==> config.mk <==
export PLATFORM = sky130hd
export DESIGN_NAME = tone_ctrl
export DESIGN_NICKNAME = d
export VERILOG_FILES = /design/src/rtl/tone_ctrl.sv
export SDC_FILE = /design/constraint.sdc
export NUM_CORES = 1
export LEC_CHECK = 0
export CAP_MARGIN = 20
export CORE_ASPECT_RATIO = 1.1
export CORE_MARGIN = 10
export CORE_UTILIZATION = 40
export DETAILED_ROUTE_END_ITERATION = 10
export DONT_BUFFER_PORTS = 1
export GPL_ROUTABILITY_DRIVEN = 0
export GPL_TIMING_DRIVEN = 0
export SLEW_MARGIN = 20
export SYNTH_ARGS = -nofsm -noshare
export SYNTH_HDL_FRONTEND = slang
export SYNTH_SLANG_ARGS = --single-unit
==> constraint.sdc <==
create_clock -name CLK4H -period 3.8 [get_ports CLK4H]
set_input_delay 0.95 -clock CLK4H [delete_from_list [all_inputs] [get_ports CLK4H]]
set_output_delay 0.95 -clock CLK4H [all_outputs]
set_load 0.01 [all_outputs]
==> src/rtl/tone_ctrl.sv <==
// tone_ctrl: play/pause/stop controller for a ROM-driven tone player.
// Tracks the song position, turns the current note code into a tone
// generator half-period divider (1 MHz base) and counts note advances.
// Optional macro TONE_CTRL_ARTIC_EN adds repeated-note articulation: the
// tone drops out for one beat when the same note is struck again.
module tone_ctrl #(
    parameter bit LOOP = 1'b1  // 1 = restart song at end, 0 = stop at end
) (
    input  logic        CLK4H,
    input  logic        RST_N,
    input  logic        PLAY_KEY,
    input  logic        STOP_KEY,
    input  logic [3:0]  INDEX,
    input  logic [6:0]  OADDR,
    output logic [10:0] TONE_DIV,
    output logic        TONE_EN,
    output logic        RUN,
    output logic [1:0]  PLAYING,
    output logic [7:0]  NOTE_CNT
);

    typedef enum logic [1:0] {
        ST_STOP  = 2'b00,
        ST_PLAY  = 2'b01,
        ST_PAUSE = 2'b10
    } state_t;

    state_t      state, next_state;
    logic        play_key_q;
    logic [6:0]  prev_oaddr;
    logic [3:0]  prev_index;
    logic [10:0] table_div;
    logic        rise;
    logic        song_end;
    logic        addr_change;
    logic        note_on;

    assign rise        = PLAY_KEY & ~play_key_q;
    assign addr_change = (OADDR != prev_oaddr);
    assign song_end    = (state == ST_PLAY) && (prev_oaddr == 7'd63) && (OADDR == 7'd1);

`ifdef TONE_CTRL_ARTIC_EN
    // A new address carrying the same sounding note gets one silent beat.
    logic repeat_note;
    assign repeat_note = addr_change && (prev_index != 4'd0) && (INDEX == prev_index);
    assign note_on     = (INDEX != 4'd0) && !repeat_note;
`else
    assign note_on     = (INDEX != 4'd0);
`endif

    // Note code to tone half-period divider lookup.
    always_comb begin
        unique case (INDEX)
            4'd0:    table_div = 11'd0;
            4'd1:    table_div = 11'd1911;
            4'd2:    table_div = 11'd1703;
            4'd3:    table_div = 11'd1517;
            4'd4:    table_div = 11'd1432;
            4'd5:    table_div = 11'd1276;
            4'd6:    table_div = 11'd1136;
            4'd7:    table_div = 11'd1012;
            4'd8:    table_div = 11'd956;
            4'd9:    table_div = 11'd851;
            4'd10:   table_div = 11'd758;
            4'd11:   table_div = 11'd716;
            4'd12:   table_div = 11'd638;
            4'd13:   table_div = 11'd568;
            4'd14:   table_div = 11'd506;
            default: table_div = 11'd478;
        endcase
    end

    // Next-state logic; STOP_KEY outranks a key rise, a rise outranks song end.
    always_comb begin
        // NOTE: assign a default before any branch so no path leaves next_state unassigned (latch).
        next_state = ST_STOP;
        case (state)
            ST_STOP: begin
                next_state = rise ? ST_PLAY : ST_STOP;
            end
            ST_PLAY: begin
                if (STOP_KEY)
                    next_state = ST_STOP;
                else if (rise)
                    next_state = ST_PAUSE;
                else if (song_end && !LOOP)
                    next_state = ST_STOP;
                else
                    next_state = ST_PLAY;
            end
            ST_PAUSE: begin
                if (STOP_KEY)
                    next_state = ST_STOP;
                else if (rise)
                    next_state = ST_PLAY;
                else
                    next_state = ST_PAUSE;
            end
            default: next_state = ST_STOP;  // code 11 recovers to STOP
        endcase
    end

    // State, key history and input history registers.
    always_ff @(posedge CLK4H or negedge RST_N) begin
        if (!RST_N) begin
            state      <= ST_STOP;
            play_key_q <= 1'b0;
            prev_oaddr <= 7'd1;
            prev_index <= 4'd0;
        end else begin
            // NOTE: non-blocking so every register samples pre-edge values of the others.
            state      <= next_state;
            play_key_q <= PLAY_KEY;
            prev_oaddr <= OADDR;
            prev_index <= INDEX;
        end
    end

    // Registered state outputs, aligned with the state register.
    always_ff @(posedge CLK4H or negedge RST_N) begin
        if (!RST_N) begin
            RUN     <= 1'b0;
            PLAYING <= 2'b00;
        end else begin
            RUN     <= (next_state == ST_PLAY);
            PLAYING <= next_state;
        end
    end

    // Tone outputs: load from the table only while staying in PLAY,
    // zero on entering or staying in STOP, otherwise hold the divider muted.
    always_ff @(posedge CLK4H or negedge RST_N) begin
        if (!RST_N) begin
            TONE_DIV <= 11'd0;
            TONE_EN  <= 1'b0;
        end else if (next_state == ST_STOP) begin
            TONE_DIV <= 11'd0;
            TONE_EN  <= 1'b0;
        end else if ((state == ST_PLAY) && (next_state == ST_PLAY)) begin
            TONE_DIV <= table_div;
            TONE_EN  <= note_on;
        end else begin
            TONE_EN  <= 1'b0;
        end
    end

    // Saturating count of address advances, cleared on entry to STOP.
    always_ff @(posedge CLK4H or negedge RST_N) begin
        if (!RST_N) begin
            NOTE_CNT <= 8'd0;
        end else if ((next_state == ST_STOP) && (state != ST_STOP)) begin
            NOTE_CNT <= 8'd0;
        end else if ((state == ST_PLAY) && addr_change && (NOTE_CNT != 8'hFF)) begin
            NOTE_CNT <= NOTE_CNT + 8'd1;
        end
    end

endmodule

==> metrics <==
Sw Ratio 0.267; vias in the first global route 1169; Post-synth ARST share 1.00; Vert. Die Dim 86.3 µm; Area contributors post-synth dfrtp_1 (47%), ha_1 (5.5%), a21oi_1 (4.1%), nand2_1 (4.0%), xor2_1 (3.8%); hpwl dp 2730 µm; CP Max Fanout 10; Logic pwr share 0.135; CTS Root Cell clkbuf_8; Vias 1150; grt ovf 0; post-cts sizing count 0; Critical Path Start OADDR[5]; Internal Pwr Total 600 µW; period utilisation layout 0.509; Max Fclk 0.517 GHz; mapped cell area 1600 µm²; Pre-antenna DRT Iters 4; Period minus WS final 1.93 ns; Post-synth EDFFs 0; antenna viol nets, final 0; final wirelength 3570 µm; Layout Skew 0.00605 ns; PwrDens 463 nW/µm²; worst path required time 3.96 ns; vias per cell 5.37; CTS HTree Levels 2; peak supply drop 0.138 mV; Leakage 0.000822 µW; IO Port Bufs 0; dominant cell type by area after synthesis dfrtp_1; cell area after layout 1770 µm²; die width 80.3 µm; final hold vios 0; number of top-level pins 38; Setup CP Type input port to flop; ant diodes 0; final net count 184; FF+latch count, synth 31; global-route wire length before repair 5950 µm; die area 6930 µm²; clock share of power 0.371; Hold-fix buffers, CTS 0; Synth top area share 0.470; Placed Area 1660 µm²; final setup vio count 0; # Max-Cap Violations 0; Ys Warns 0; post-synth net total 177; DR DRC count 0; most frequent cells after synthesis dfrtp_1 (30), nand2_1 (17), a21oi_1 (13), nor2_1 (11), o21ai_0 (8); sequential power share 0.494; initial DRC count 35; TritonCTS Buffers 5; post-CTS setup buffer count 0; Avg WL per Cell 16.7 µm; CP Data Arrival Time 2.09 ns; crit path launch type input port; Final Total Pwr 818 µW; core area 3900 µm²; post-synthesis cell count 155; Initial Util 0.409; Worst Hold Class input port to async pin; Slew @ Worst Pin 0.428 ns; Max-Slew Margin vs Limit 0.714; Total GRT Usage 0.108; Max Slew Vio Count 0; count leader, synth dfrtp_1; CTS clk-pin slew, worst paths 0.06 ns; Seq/Total Area, Yosys 0.486; post-synthesis cell type count 36; top_reg_cell synth dfrtp_1; setup tns final 0 ns; CTS tree done; status finished clean; Site Rows 24; Synth Area per Inst 10.3 µm²; Reg-to-Reg Start NOTE_CNT[0]; initial antenna violation count 0; unrepaired setup endpoints after global routing false; CTS Sinks 31; area grow syn2layout 10.5%; largest net degree at the start of global routing 32; CP Capture Type flop; Clock Latency Late Sink 0.28 ns; share of cells above drive strength 1 0.117; final core utilization 0.452; CTS max path bufs 2; sw power 218 µW
-- routing by layer --
| layer | track usage | vias to the layer above | wire, µm |
|---|---|---|---|
| met5 | 0 | - | 0 |
| li1 | - | 564 | - |
| met3 | 0.0569 | 4 | 394 |
| met4 | 0.0481 | 0 | 42 |
| met2 | 0.183 | 28 | 1820 |
| met1 | 0.108 | 554 | 1310 |
-- sequential cells by signal, indices dropped and copies added, names as in the netlist --
signal      count
PLAYING         2
play_key_q      1
NOTE_CNT        8
RUN             1
prev_oaddr      7
TONE_DIV       11
TONE_EN         1
-- final cells by class --
| cell class | count | area (µm²) |
|---|---|---|
| clock buffer | 6 | 72.6 |
| fill | 389 | 2140 |
| tap | 52 | 65.1 |
| clock inverter | 1 | 30.0 |
| sequential | 31 | 777 |
| buffer | 4 | 17.5 |
| multi-input combinational | 115 | 785 |
| inverter | 5 | 18.8 |
-- logic make-up (layout without fill, tap and decap cells) --
logic type / after synthesis / count (layout) / synth area share
fa+ha+maj: 7 / 7 / 0.0548
simple gates: 51 / 51 / 0.168
buf+inv: 9 / 16 / 0.0227
mux: 2 / 2 / 0.0133
flops: 31 / 31 / 0.486
compound gates: 46 / 46 / 0.206
xor+xnor: 9 / 9 / 0.0493
-- worst paths after layout --
check	end	slack (ns)	cells past startpoint
setup / recovery	NOTE_CNT[5]	1.87	5
hold / removal	NOTE_CNT[6]	0.36	0
setup reg to reg	NOTE_CNT[5]	1.96	6
hold reg to reg	TONE_DIV[4]	0.55	2
max in group asynchronous	prev_oaddr[0]	3.25	0
min in group CLK4H	TONE_DIV[4]	0.55	2
-- power groups by stage --
stage | Sequential (µW) | Combinational (µW) | Clock, µW
after floorplan | 399 | 90.3 | 0
after global placement | 409 | 103 | 0
after CTS | 405 | 111 | 312
after detailed placement | 411 | 110 | 0
after global routing | 409 | 124 | 327
final | 404 | 110 | 304
-- cells in the final DEF (no fill, tap or decap), drive strengths merged, types with 2 or more instances in the layout --
cell / n
dfrtp: 30
nand2: 17
a21oi: 15
nor2: 11
o21ai: 9
clkbuf: 8
xor2: 7
ha: 7
a21o: 5
inv: 5
a22o: 5
nor2b: 4
nand3: 4
a32o: 4
and2: 3
nand4: 3
a31o: 3
nor3: 3
buf: 2
o21a: 2
and3: 2
xnor2: 2
-- worst max-delay path: stages --
cell	delay [ns]
xor2_1	0.15
nor4_4	0.39
a21oi_4	0.16
nand4_1	0.13
mux2_1	0.32
-- through the flow --
step	worst slack (ns)	cells	hold slack [ns]
finish	1.87	214	0.364
global route	1.79	214	0.345
CTS	1.86	214	0.356
detailed placement	1.56	207	0.551
global placement	1.58	207	0.552
floorplan	1.65	155	0.512
Note: power is estimated with default switching activity, not from simulation.
